## src/rtl/rip_wb_sched.sv

```systemverilog
// Register-file write-port scheduler: MA writeback has fixed priority, a single
// outstanding multicycle result is merged through a one-entry hold buffer.
module rip_wb_sched (
   input  logic        clk,
   input  logic        rst,
   input  logic        ma_wen,
   input  logic [4:0]  ma_rd_num,
   input  logic [31:0] ma_wdata,
   input  logic        mc_issue,
   input  logic [4:0]  mc_issue_rd,
   input  logic        mc_flush,
   input  logic        mc_valid,
   input  logic [31:0] mc_wdata,
   output logic        mc_ready,
   input  logic [4:0]  if_rs1_num,
   input  logic [4:0]  if_rs2_num,
   input  logic [4:0]  if_rd_num,
   input  logic        if_is_mc,
   output logic        stall,
   output logic        rf_wen,
   output logic [4:0]  rf_rd_num,
   output logic [31:0] rf_wdata,
   output logic        issue_err
);

   typedef enum logic [1:0] {
      ST_IDLE    = 2'd0,
      ST_PENDING = 2'd1,
      ST_HOLD    = 2'd2
   } state_t;

   state_t      r_state;
   state_t      w_next;
   logic [4:0]  r_pend_rd;
   logic [31:0] r_buf_data;
   logic        r_issue_err;

   logic w_busy;
   logic w_xfer;
   logic w_conflict;
   logic w_pend_nz;

   always_comb begin
      w_next    = r_state;
      w_busy    = (r_state != ST_IDLE);
      mc_ready  = (r_state == ST_PENDING);
      w_xfer    = mc_ready && mc_valid;
      w_pend_nz = (r_pend_rd != 5'd0);
      unique case (r_state)
         ST_IDLE:    if (mc_issue) w_next = ST_PENDING;
         // flush wins over a same-cycle result, which is then discarded
         ST_PENDING: if (mc_flush)     w_next = ST_IDLE;
                     else if (w_xfer)  w_next = ma_wen ? ST_HOLD : ST_IDLE;
         ST_HOLD:    if (!ma_wen)      w_next = ST_IDLE;
         default:    w_next = ST_IDLE;
      endcase
   end

   always_comb begin
      w_conflict = w_pend_nz && ((r_pend_rd == if_rs1_num) ||
                                 (r_pend_rd == if_rs2_num) ||
                                 (r_pend_rd == if_rd_num));
      stall      = w_busy && (w_conflict || if_is_mc);
   end

   // Writes to x0 from the multicycle path are dropped entirely
   always_comb begin
      rf_wen    = 1'b0;
      rf_rd_num = '0;
      rf_wdata  = '0;
      if (ma_wen) begin
         rf_wen    = 1'b1;
         rf_rd_num = ma_rd_num;
         rf_wdata  = ma_wdata;
      end else if (r_state == ST_HOLD) begin
         if (w_pend_nz) begin
            rf_wen    = 1'b1;
            rf_rd_num = r_pend_rd;
            rf_wdata  = r_buf_data;
         end
      end else if (w_xfer && !mc_flush) begin
         if (w_pend_nz) begin
            rf_wen    = 1'b1;
            rf_rd_num = r_pend_rd;
            rf_wdata  = mc_wdata;
         end
      end
   end

   always_ff @(posedge clk) begin
      if (rst) begin
         r_state     <= ST_IDLE;
         r_pend_rd   <= '0;
         r_buf_data  <= '0;
         r_issue_err <= 1'b0;
      end else begin
         r_state <= w_next;
         if (!w_busy && mc_issue)
            r_pend_rd <= mc_issue_rd;
         if (w_xfer && !mc_flush && ma_wen)
            r_buf_data <= mc_wdata;
         if (w_busy && mc_issue)
            r_issue_err <= 1'b1;
      end
   end

   assign issue_err = r_issue_err;

endmodule

```

## config.mk

```make
export PLATFORM = sky130hd
export DESIGN_NAME = rip_wb_sched
export DESIGN_NICKNAME = d
export VERILOG_FILES = /design/src/rtl/rip_wb_sched.sv
export SDC_FILE = /design/constraint.sdc
export NUM_CORES = 1
export LEC_CHECK = 0
export BUFFER_PORTS_ARGS = -buffer_cell sky130_fd_sc_hd__buf_2
export CAP_MARGIN = 25
export CORE_MARGIN = 2
export CORE_UTILIZATION = 44
export DETAILED_ROUTE_END_ITERATION = 16
export GPL_TIMING_DRIVEN = 0
export PLACE_DENSITY = 0.87
export SETUP_SLACK_MARGIN = 0.1
export SLEW_MARGIN = 0
export SYNTH_ARGS = -nofsm -noshare
export SYNTH_HDL_FRONTEND = slang
export SYNTH_SLANG_ARGS = --single-unit
```

## constraint.sdc

```tcl
create_clock -name clk -period 2.15 [get_ports clk]
set_input_delay 0.215 -clock clk [delete_from_list [all_inputs] [get_ports clk]]
set_output_delay 0.215 -clock clk [all_outputs]
set_load 0.005 [all_outputs]
```

==> impl_metrics.toml, run 1 <==
[synth]
syn-num-nets = 417
avgSynthCellArea_um2 = 7.519
synth_compound_area_share_pct = 30.95
synthMuxAreaShare_pct = 2.074
synth_area_mm2 = 0.002414
synth_cell_types = 30
ys_seq_elements = 40
synthAdderAreaFrac_pct = 0
synth_top_cells_by_area = "dfxtp_1 (33%), nand2_1 (15%), a22oi_2 (10%)"
yosysWarnings = 0
synth_top_family_by_area = "compound AO/OA/AOI/OAI gates"
netlist_instances = 321
yosysSeqAreaShare_pct = 33.18
synth-xor-area-share_pct = 5.443
synth_top_cell_by_area = "dfxtp_1"
yosysTopAreaCellShare_pct = 33.18
synth-simple-area-share_pct = 21.00

[worst_hold_path]
holdPathEnd = "r_pend_rd[3]$_SDFFE_PP0P_"
hold_class = "in2reg"
hp-start = "mc_issue_rd[3]"
min_delay_path_depth = 3

[placement]
place_congestion = 0.7463
io_buffers = 134
place_area_mm2 = 0.003172
dp_hpwl_um = 5364

[die]
core_mm2 = 0.005205
num_rows = 26
pin_count = 137
die_area_mm2 = 0.006094
die_x_um = 78.07
die_h_um = 78.07
start_util_pct = 46.37

[drt]
wl_per_cell_um = 13.67
drtAntennaViolNets = 0
drt_iter0_drc = 113
drc_errors = 0
drtPass1Iterations = 4
vias_per_cell = 5.183
vias = 2804
drt-total-wl_um = 7393

[sta]
clock_skew_ns = 0.002750
fmax_mhz = 430.9
whs_ns = 0.1672
fin_crit_sh_pct = 107.9
tightest_slew_ns = 0.5673
setup_viol = 32
hold_viol = 0
slew_headroom_pct = 62.18
rsz0062_at_grt = "true"
drv_slew = 0
worst_slack_ns = -0.1706
period_needed_ns = 2.321

[layout]
multi_input_area_mm2 = 0.001513
final_cell_mix = "buf_2 (137), nand2_1 (97), dfxtp_1 (36), a21oi_1 (34)"
synthToLayoutAreaGrowth_pct = 46.09
final_area_mm2 = 0.003526
utilization_pct = 67.74
layout_commonest_cell = "buf_2"
ff_latch_area_um2 = 805.8
drive_gt1_share_pct = 43.74
antenna-diode-count = 0
finalNetCount = 567
fill_cells = 456

[cts]
cts_tree = "done"
cts_root_buf = "clkbuf_8"
clk_pin_slew_ns = 0.07
hold_buffers = 0
clk_path_buf_depth = 2
cts_buffers = 5
cts.sink_count = 40
insertion_delay_ns = 0.29
cts_max_level = 2

[status]
status = "complete, but fails checks"
violations = "setup timing"

[critical_path]
r2r_start = "r_state[1]$_SDFFE_PP0P_"
cpMostUsedCell = "buf_6"
reg2reg_slack_ns = 0.46
crit_required_ns = 1.93
reg2regPathDepth = 6
end_kind = "output pin"
cp_slowest_cell = "or4_4"
critPathLaunchType = "register"
cp_cell_sequence = "buf_6, or4_4, nor2_4, buf_6, nor3b_4, buf_6, clkbuf_16, a22oi_2, o21ai_1, buf_2"
critPathKind = "reg2out"
cp.arrival_ns = 2.11
crit_fanout = 5
reg2reg_to = "r_buf_data[8]$_SDFFE_PP0P_"
cpPeakStageDelay_ns = 0.48

[grt]
grt_max_degree = 12
antenna_found_initial = 0
gr-usage-all-layers_pct = 24.32
grt_pass1_vias = 2651
grt_pass1_wl_um = 12070
grt_overflow_total = 0

[power_and_ir_drop]
leakage_nw = 1.482
power.density_mw_per_mm2 = 458.2
irDropWorstVdd_uv = 313.9

[job]
cap_violations = 0
==> cells by family after synthesis <==
| kind of cell | after synthesis |
|---|---|
| flip-flops | 40 |
| buffers and inverters | 33 |
| AO/OA/AOI/OAI | 108 |
| AND/OR/NAND/NOR | 120 |
| XOR/XNOR | 15 |
| multiplexers | 5 |
==> state kept, by name (all words and copies together), names as in the netlist <==
name        cells
r_pend_rd       5
r_buf_data     32
r_state         2
issue_err       1
==> layout make-up <==
cell class	count	area share (%)
Clock buffer	6	2.058
Sequential cell	40	22.85
Timing Repair Buffer	145	23.35
Buffer	29	5.997
Multi-Input combinational cell	248	42.90
Inverter	2	0.2129
Tap cell	70	2.484
Clock inverter	1	0.1419
==> Yosys cell counts <==
| master | number |
|---|---|
| nand3_1 | 3 |
| inv_1 | 2 |
| nor2_4 | 1 |
| nor2_1 | 6 |
| buf_2 | 7 |
| nor3b_1 | 2 |
| dfxtp_1 | 40 |
| xor2_1 | 9 |
| mux2i_1 | 5 |
| o21ai_1 | 30 |
| buf_6 | 5 |
| o22a_1 | 1 |
| nand2_1 | 97 |
| nor3_1 | 5 |
| and2_1 | 1 |
| xnor2_1 | 6 |
| nor3b_2 | 1 |
| o21ai_0 | 3 |
| nor2b_1 | 1 |
| buf_4 | 2 |
| nor2b_2 | 1 |
| clkbuf_1 | 17 |
| a22oi_2 | 20 |
| and3b_1 | 1 |
| or4_4 | 1 |
| a31oi_1 | 1 |
| a22o_1 | 5 |
| a22oi_1 | 12 |
| o21bai_1 | 1 |
| a21oi_1 | 35 |
==> critical path: cells and delay by family (launching register included) <==
kind,cells,cell delay (ns)
buffers and inverters,5,0.65
AO/OA/AOI/OAI,2,0.19
AND/OR/NAND/NOR,3,0.64
flip-flops,1,0.32
==> where the power goes <==
group	switching, mW	total, mW	internal [mW]
registers	0.0111	0.769	0.758
clock network	0.245	0.466	0.221
logic	0.187	0.381	0.194
==> through the flow <==
step / cells / total power, mW / setup TNS (ns) / setup slack [ns]
4_1_cts: 538 / 1.627 / -5.536 / -0.1957
2_1_floorplan: 321 / 0.9561 / 0 / 0.3171
5_1_grt: 541 / 1.700 / -7.062 / -0.2465
3_3_place_gp: 525 / 1.121 / -1.651 / -0.09887
6_report: 541 / 1.616 / -4.250 / -0.1706
3_5_place_dp: 525 / 1.130 / -1.957 / -0.1172
==> worst max path at each step <==
| stage | from | cells after the start | endpoint |
|---|---|---|---|
| finish | r_pend_rd[1]$_SDFFE_PP0P_ | 10 | rf_wdata[13] |
| floorplan | r_pend_rd[4]$_SDFFE_PP0P_ | 8 | rf_wdata[10] |
| CTS | r_pend_rd[0]$_SDFFE_PP0P_ | 9 | rf_wdata[8] |
| global placement | r_pend_rd[3]$_SDFFE_PP0P_ | 7 | rf_wdata[26] |
| detailed placement | r_pend_rd[3]$_SDFFE_PP0P_ | 7 | rf_wdata[27] |
| global route | r_pend_rd[1]$_SDFFE_PP0P_ | 10 | rf_wdata[21] |
==> layer usage <==
layer / wire [um] / vias up / global-route usage [%]
li1: - / 1401 / -
met1: 3194 / 1275 / 30.45
met2: 3636 / 115 / 42.16
met3: 457 / 13 / 5.057
met4: 106 / 0 / 7.193
met5: 0 / - / 0
==> what timing repair did <==
action	in CTS	in global routing
pin swaps	11	5
endpoints found under the setup margin	37	39
resized for setup	30	17
cloned	2	2
setup buffers	4	4
No activity file was read; power rests on OpenSTA's default activity.
==> run 2: changes to the inputs <==
- RECOVER_POWER: unset -> 100
- REMOVE_ABC_BUFFERS: unset -> 1
==> impl_metrics.toml, run 2 (synthesis results as in run 1) <==
[cts]
clk_pin_slew_ns = 0.07
cts_tree = "done"
cts_root_buf = "clkbuf_8"
hold_buffers = 0
cts.sink_count = 40
clk_path_buf_depth = 2
insertion_delay_ns = 0.28
cts_max_level = 2
cts_buffers = 5

[sta]
hold_viol = 0
fmax_mhz = 441.9
fin_crit_sh_pct = 105.2
slew_headroom_pct = 36.54
worst_slack_ns = -0.1128
tightest_slew_ns = 0.9498
setup_viol = 32
clock_skew_ns = 0.002771
rsz0062_at_grt = "true"
drv_slew = 0
period_needed_ns = 2.263

[die]
core_mm2 = 0.005205
die_x_um = 78.07
pin_count = 137
die_h_um = 78.07
num_rows = 26
die_area_mm2 = 0.006094
start_util_pct = 46.37

[layout]
fill_cells = 459
ff_latch_area_um2 = 810.8
layout_commonest_cell = "buf_2"
top_regs = "r_buf_data: 32 flops, r_pend_rd: 5 flops, r_state: 2 flops"
multi_input_area_mm2 = 0.001501
final_cell_mix = "buf_2 (134), nand2_1 (97), dfxtp_1 (36), a21oi_1 (35), o21ai_1 (32)"
largest_reg_flops = 32
finalNetCount = 539
top_register = "r_buf_data"
final_area_mm2 = 0.003323
drive_gt1_share_pct = 42.79
synthToLayoutAreaGrowth_pct = 37.69
utilization_pct = 63.85
antenna-diode-count = 0

[drt]
drtAntennaViolNets = 0
wl_per_cell_um = 12.77
drc_errors = 0
vias_per_cell = 5.097
drtPass1Iterations = 6
drt_iter0_drc = 65
drt-total-wl_um = 6562
vias = 2620

[placement]
io_buffers = 136
place_congestion = 0.8096
place_area_mm2 = 0.003123
dp_hpwl_um = 4667

[power_and_ir_drop]
irDropWorstVdd_uv = 266.5
power.density_mw_per_mm2 = 484.9
leakage_nw = 1.383
p_total_mw = 1.611

[grt]
gr-usage-all-layers_pct = 21.38
grt_pass1_wl_um = 10740
grt_max_degree = 75
grt_pass1_vias = 2450
antenna_found_initial = 0
grt_overflow_total = 0

[critical_path]
r2r_start = "r_state[0]$_SDFFE_PP0P_"
crit_required_ns = 1.93
cp_cell_sequence = "or4_4, nor2_4, nor2b_4, buf_8, a22oi_2, o21ai_1, buf_2"
cpPeakStageDelay_ns = 0.55
reg2regPathDepth = 6
critPathLaunchType = "register"
end_kind = "output pin"
cp.arrival_ns = 2.05
critPathKind = "reg2out"
cp_slowest_cell = "or4_4"
path_buf_inv = 2
reg2reg_to = "r_buf_data[31]$_SDFFE_PP0P_"
reg2reg_slack_ns = 0.11
crit_fanout = 11
crit_family = "simple AND/OR/NAND/NOR gates"

[worst_hold_path]
hp-start = "mc_issue_rd[0]"
hold_class = "in2reg"
holdPathEnd = "r_pend_rd[0]$_SDFFE_PP0P_"
min_delay_path_depth = 3

[status]
violations = "setup timing"
status = "complete, but fails checks"

[job]
cap_violations = 0
run 2: cell types whose count changed in the layout (fill, tap and decap cells not counted), sizes merged:
cell    delta
clkinv     -1
clkbuf    -15
buf       -11
run 2: worst max-delay path by stage:
stage	start	endpoint	slack [ns]	cells after the start
floorplan	r_pend_rd[4]$_SDFFE_PP0P_	rf_wdata[0]	-1.78	5
global placement	r_pend_rd[0]$_SDFFE_PP0P_	rf_wdata[0]	-3.19	6
detailed placement	ma_wen	r_buf_data[31]$_SDFFE_PP0P_	-0.28	5
CTS	r_pend_rd[0]$_SDFFE_PP0P_	rf_wdata[5]	-0.14	7
global route	r_pend_rd[0]$_SDFFE_PP0P_	rf_wdata[13]	-0.20	7
finish	r_pend_rd[0]$_SDFFE_PP0P_	rf_wdata[26]	-0.11	7
run 2: routing by layer:
layer,global-route usage (%),vias to the layer above,wire length (um),part of all wire (%)
met2,41.21,93,3405,52
met5,0,-,0,0
met4,7.018,0,60,0.91
li1,-,1347,-,-
met1,23.85,1173,2709,41
met3,3.103,7,386,5.9
run 2: power breakdown:
part / switching [mW] / total, mW / internal, mW
registers: 0.0187 / 0.775 / 0.757
logic: 0.165 / 0.337 / 0.172
clock network: 0.238 / 0.500 / 0.262
total: 0.422 / 1.61 / 1.19
run 2: final cells by class:
cell class,instances,area share (%)
multi-input cells,248,45.18
flip-flops and latches,40,24.40
well taps,70,2.636
clock buffers,8,2.711
repair buffers,146,24.85
inverters,2,0.2259
run 2: worst register-to-register path: stages, from the launching register on:
cell and delay, ns:
dfxtp_2 0.40, nor2b_1 0.18, and3b_1 0.23, and2_1 0.48, buf_2 0.42, nand2_1 0.10
a21oi_1 0.14
run 2: what timing repair did:
action / 4_1_cts / 5_1_grt
gates resized for setup: 12 / 13
pin swaps: 3 / 1
setup endpoints to repair: 55 / 55
gates cloned: 1 / 0
buffers inserted: 4 / 0
run 2: per-stage QoR:
stage | cells | hold WS (ns) | setup TNS, ns | setup WS, ns
finish | 514 | 0.1701 | -2.932 | -0.1128
global route | 514 | 0.1677 | -6.874 | -0.1970
CTS | 514 | 0.1602 | -4.122 | -0.1448
detailed placement | 501 | 0.4384 | -8.547 | -0.2788
global placement | 496 | 0.4370 | -105.45 | -3.191
floorplan | 290 | 0.2841 | -53.06 | -1.782
==> run 3: changes to the inputs <==
--- a/config.mk
+++ b/config.mk
@@ -15,5 +15,5 @@
 export RECOVER_POWER = 100
 export REMOVE_ABC_BUFFERS = 1
-export SETUP_SLACK_MARGIN = 0.1
+export SETUP_SLACK_MARGIN = 0.3
 export SLEW_MARGIN = 0
 export SYNTH_ARGS = -nofsm -noshare
==> constraint.sdc (replaced) <==
create_clock -name clk -period 2.15 [get_ports clk]
set_input_delay 0.3225 -clock clk [delete_from_list [all_inputs] [get_ports clk]]
set_output_delay 0.3225 -clock clk [all_outputs]
set_load 0.005 [all_outputs]
==> impl_metrics.toml, run 3 (synthesis results as in run 1) <==
[cts]
clk_path_buf_depth = 2
cts_buffers = 5
cts_max_level = 2
cts_tree = "done"
hold_buffers = 0
cts_root_buf = "clkbuf_8"
clk_pin_slew_ns = 0.07
insertion_delay_ns = 0.28
cts.sink_count = 40

[power_and_ir_drop]
p_sw_mw = 0.4285
leakage_nw = 1.415
cellInternalPower_mw = 1.197
p_clk_share_pct = 30.8
pwr-share-seq_pct = 47.7
power.density_mw_per_mm2 = 475.3
power_frac_comb_pct = 21.5
p_total_mw = 1.625
irDropWorstVdd_uv = 268.7
swShare_pct = 26.36

[drt]
drc_errors = 0
wl_per_cell_um = 13.12
drtPass1Iterations = 4
vias_per_cell = 5.124
drt_iter0_drc = 71
drt-total-wl_um = 6781
drtAntennaViolNets = 0
vias = 2649

[layout]
top_regs = "r_buf_data: 32 flops, r_pend_rd: 5 flops, r_state: 2 flops"
finalNetCount = 542
drive_gt1_share_pct = 44.74
ff_latch_area_um2 = 814.5
synthToLayoutAreaGrowth_pct = 41.68
layout_commonest_cell = "buf_2"
multi_input_area_mm2 = 0.001526
fill_cells = 453
top_register = "r_buf_data"
final_cell_mix = "buf_2 (133), nand2_1 (97), dfxtp_1 (35), a21oi_1 (34)"
largest_reg_flops = 32
antenna-diode-count = 0
instances_no_fill = 517

[sta]
slew_headroom_pct = -14.02
whs_ns = 0.2776
hold_viol = 0
setup_viol = 32
fin_setup_tns_ns = -5.529
tightest_slew_ns = 1.710
worst_slack_ns = -0.2108
fin_crit_sh_pct = 109.8
period_needed_ns = 2.361
drv_slew = 41
clock_skew_ns = 0.003568
fmax_mhz = 423.6
rsz0062_at_grt = "true"

[critical_path]
cp-startpoint = "r_pend_rd[4]$_SDFFE_PP0P_"
critPathKind = "reg2out"
cp_cell_sequence = "or4_4, nor2_4, nor2b_4, buf_12, a22oi_2, o21ai_1, buf_2"
cp_slowest_cell = "or4_4"
reg2regPathDepth = 6
reg2reg_to = "r_buf_data[31]$_SDFFE_PP0P_"
crit_required_ns = 1.83
crit_fanout = 11
r2r_start = "r_state[0]$_SDFFE_PP0P_"
critPathLaunchType = "register"
cp-endpoint = "rf_wdata[26]"
cp.arrival_ns = 2.04
cpPeakStageDelay_ns = 0.55
end_kind = "output pin"
reg2reg_slack_ns = 0.33

[grt]
grt_max_degree = 75
grt_pass1_vias = 2443
grt_overflow_total = 0
grt_pass1_wl_um = 10760
antenna_found_initial = 0
gr-usage-all-layers_pct = 21.45

[status]
status = "complete, but fails checks"
violations = "capacitance limit, slew limit, setup timing"

[die]
core_mm2 = 0.005205
num_rows = 26
start_util_pct = 46.37
die_area_mm2 = 0.006094
die_x_um = 78.07
die_h_um = 78.07
pin_count = 137

[job]
cap_violations = 1

[worst_hold_path]
hold_class = "in2reg"

[placement]
place_congestion = 0.8096
io_buffers = 136
dp_hpwl_um = 4667
place_inst = 501
-- run 3: worst max-delay path: cells and delay by family (launching register included) --
| family | cells | cell delay, ns |
|---|---|---|
| AND/OR/NAND/NOR | 3 | 0.83 |
| flip-flops | 1 | 0.35 |
| buffers and inverters | 2 | 0.31 |
| AO/OA/AOI/OAI | 2 | 0.26 |
-- run 3: layout make-up --
cell class | instances | share of cell area, %
repair buffers | 149 | 26.13
flip-flops and latches | 40 | 23.82
inverters | 2 | 0.2195
well taps | 70 | 2.561
multi-input cells | 248 | 44.64
clock buffers | 8 | 2.634
-- run 3: how the worst min path moves through the flow --
stage | from | endpoint | slack [ns] | cells after the start
5_1_grt | mc_wdata[4] | r_buf_data[4]$_SDFFE_PP0P_ | 0.28 | 3
6_report | mc_issue_rd[0] | r_pend_rd[0]$_SDFFE_PP0P_ | 0.28 | 3
4_1_cts | mc_issue_rd[1] | r_pend_rd[1]$_SDFFE_PP0P_ | 0.27 | 3
2_1_floorplan | rst | issue_err$_SDFFE_PP0P_ | 0.39 | 1
3_5_place_dp | issue_err$_SDFFE_PP0P_ | issue_err$_SDFFE_PP0P_ | 0.44 | 2
3_3_place_gp | issue_err$_SDFFE_PP0P_ | issue_err$_SDFFE_PP0P_ | 0.44 | 2
-- run 3: power groups by stage --
stage | sequential [mW] | combinational (mW) | clock, mW
3_5_place_dp | 0.795 | 0.320 | 0
6_report | 0.775 | 0.349 | 0.501
3_3_place_gp | 0.793 | 0.303 | 0
4_1_cts | 0.774 | 0.337 | 0.517
5_1_grt | 0.777 | 0.384 | 0.544
2_1_floorplan | 0.790 | 0.129 | 0
-- run 3: metal layers --
metal | part of all wire [%] | vias up | wire length (um) | global-route usage, %
met3 | 5.6 | 9 | 379 | 3.103
met2 | 51 | 85 | 3469 | 41.64
li1 | - | 1350 | - | -
met5 | 0 | - | 0 | 0
met4 | 1.2 | 0 | 80 | 6.491
met1 | 42 | 1205 | 2852 | 23.92
-- run 3: metrics by stage --
step | instance area (um^2) | utilization [%] | worst slack, ns
after floorplan | 2243 | - | -1.890
after global placement | 3012 | 57.86 | -3.299
after detailed placement | 3123 | 60.00 | -0.3863
after CTS | 3303 | 63.46 | -0.2520
after global routing | 3420 | 65.70 | -0.2843
final | 3420 | 65.70 | -0.2108
-- run 3: what timing repair did --
item | in CTS | in global routing
pin swaps | 4 | 24
resized for setup | 13 | 21
setup buffers | 4 | 1
setup endpoints to repair | 71 | 71
gates cloned | 1 | 2
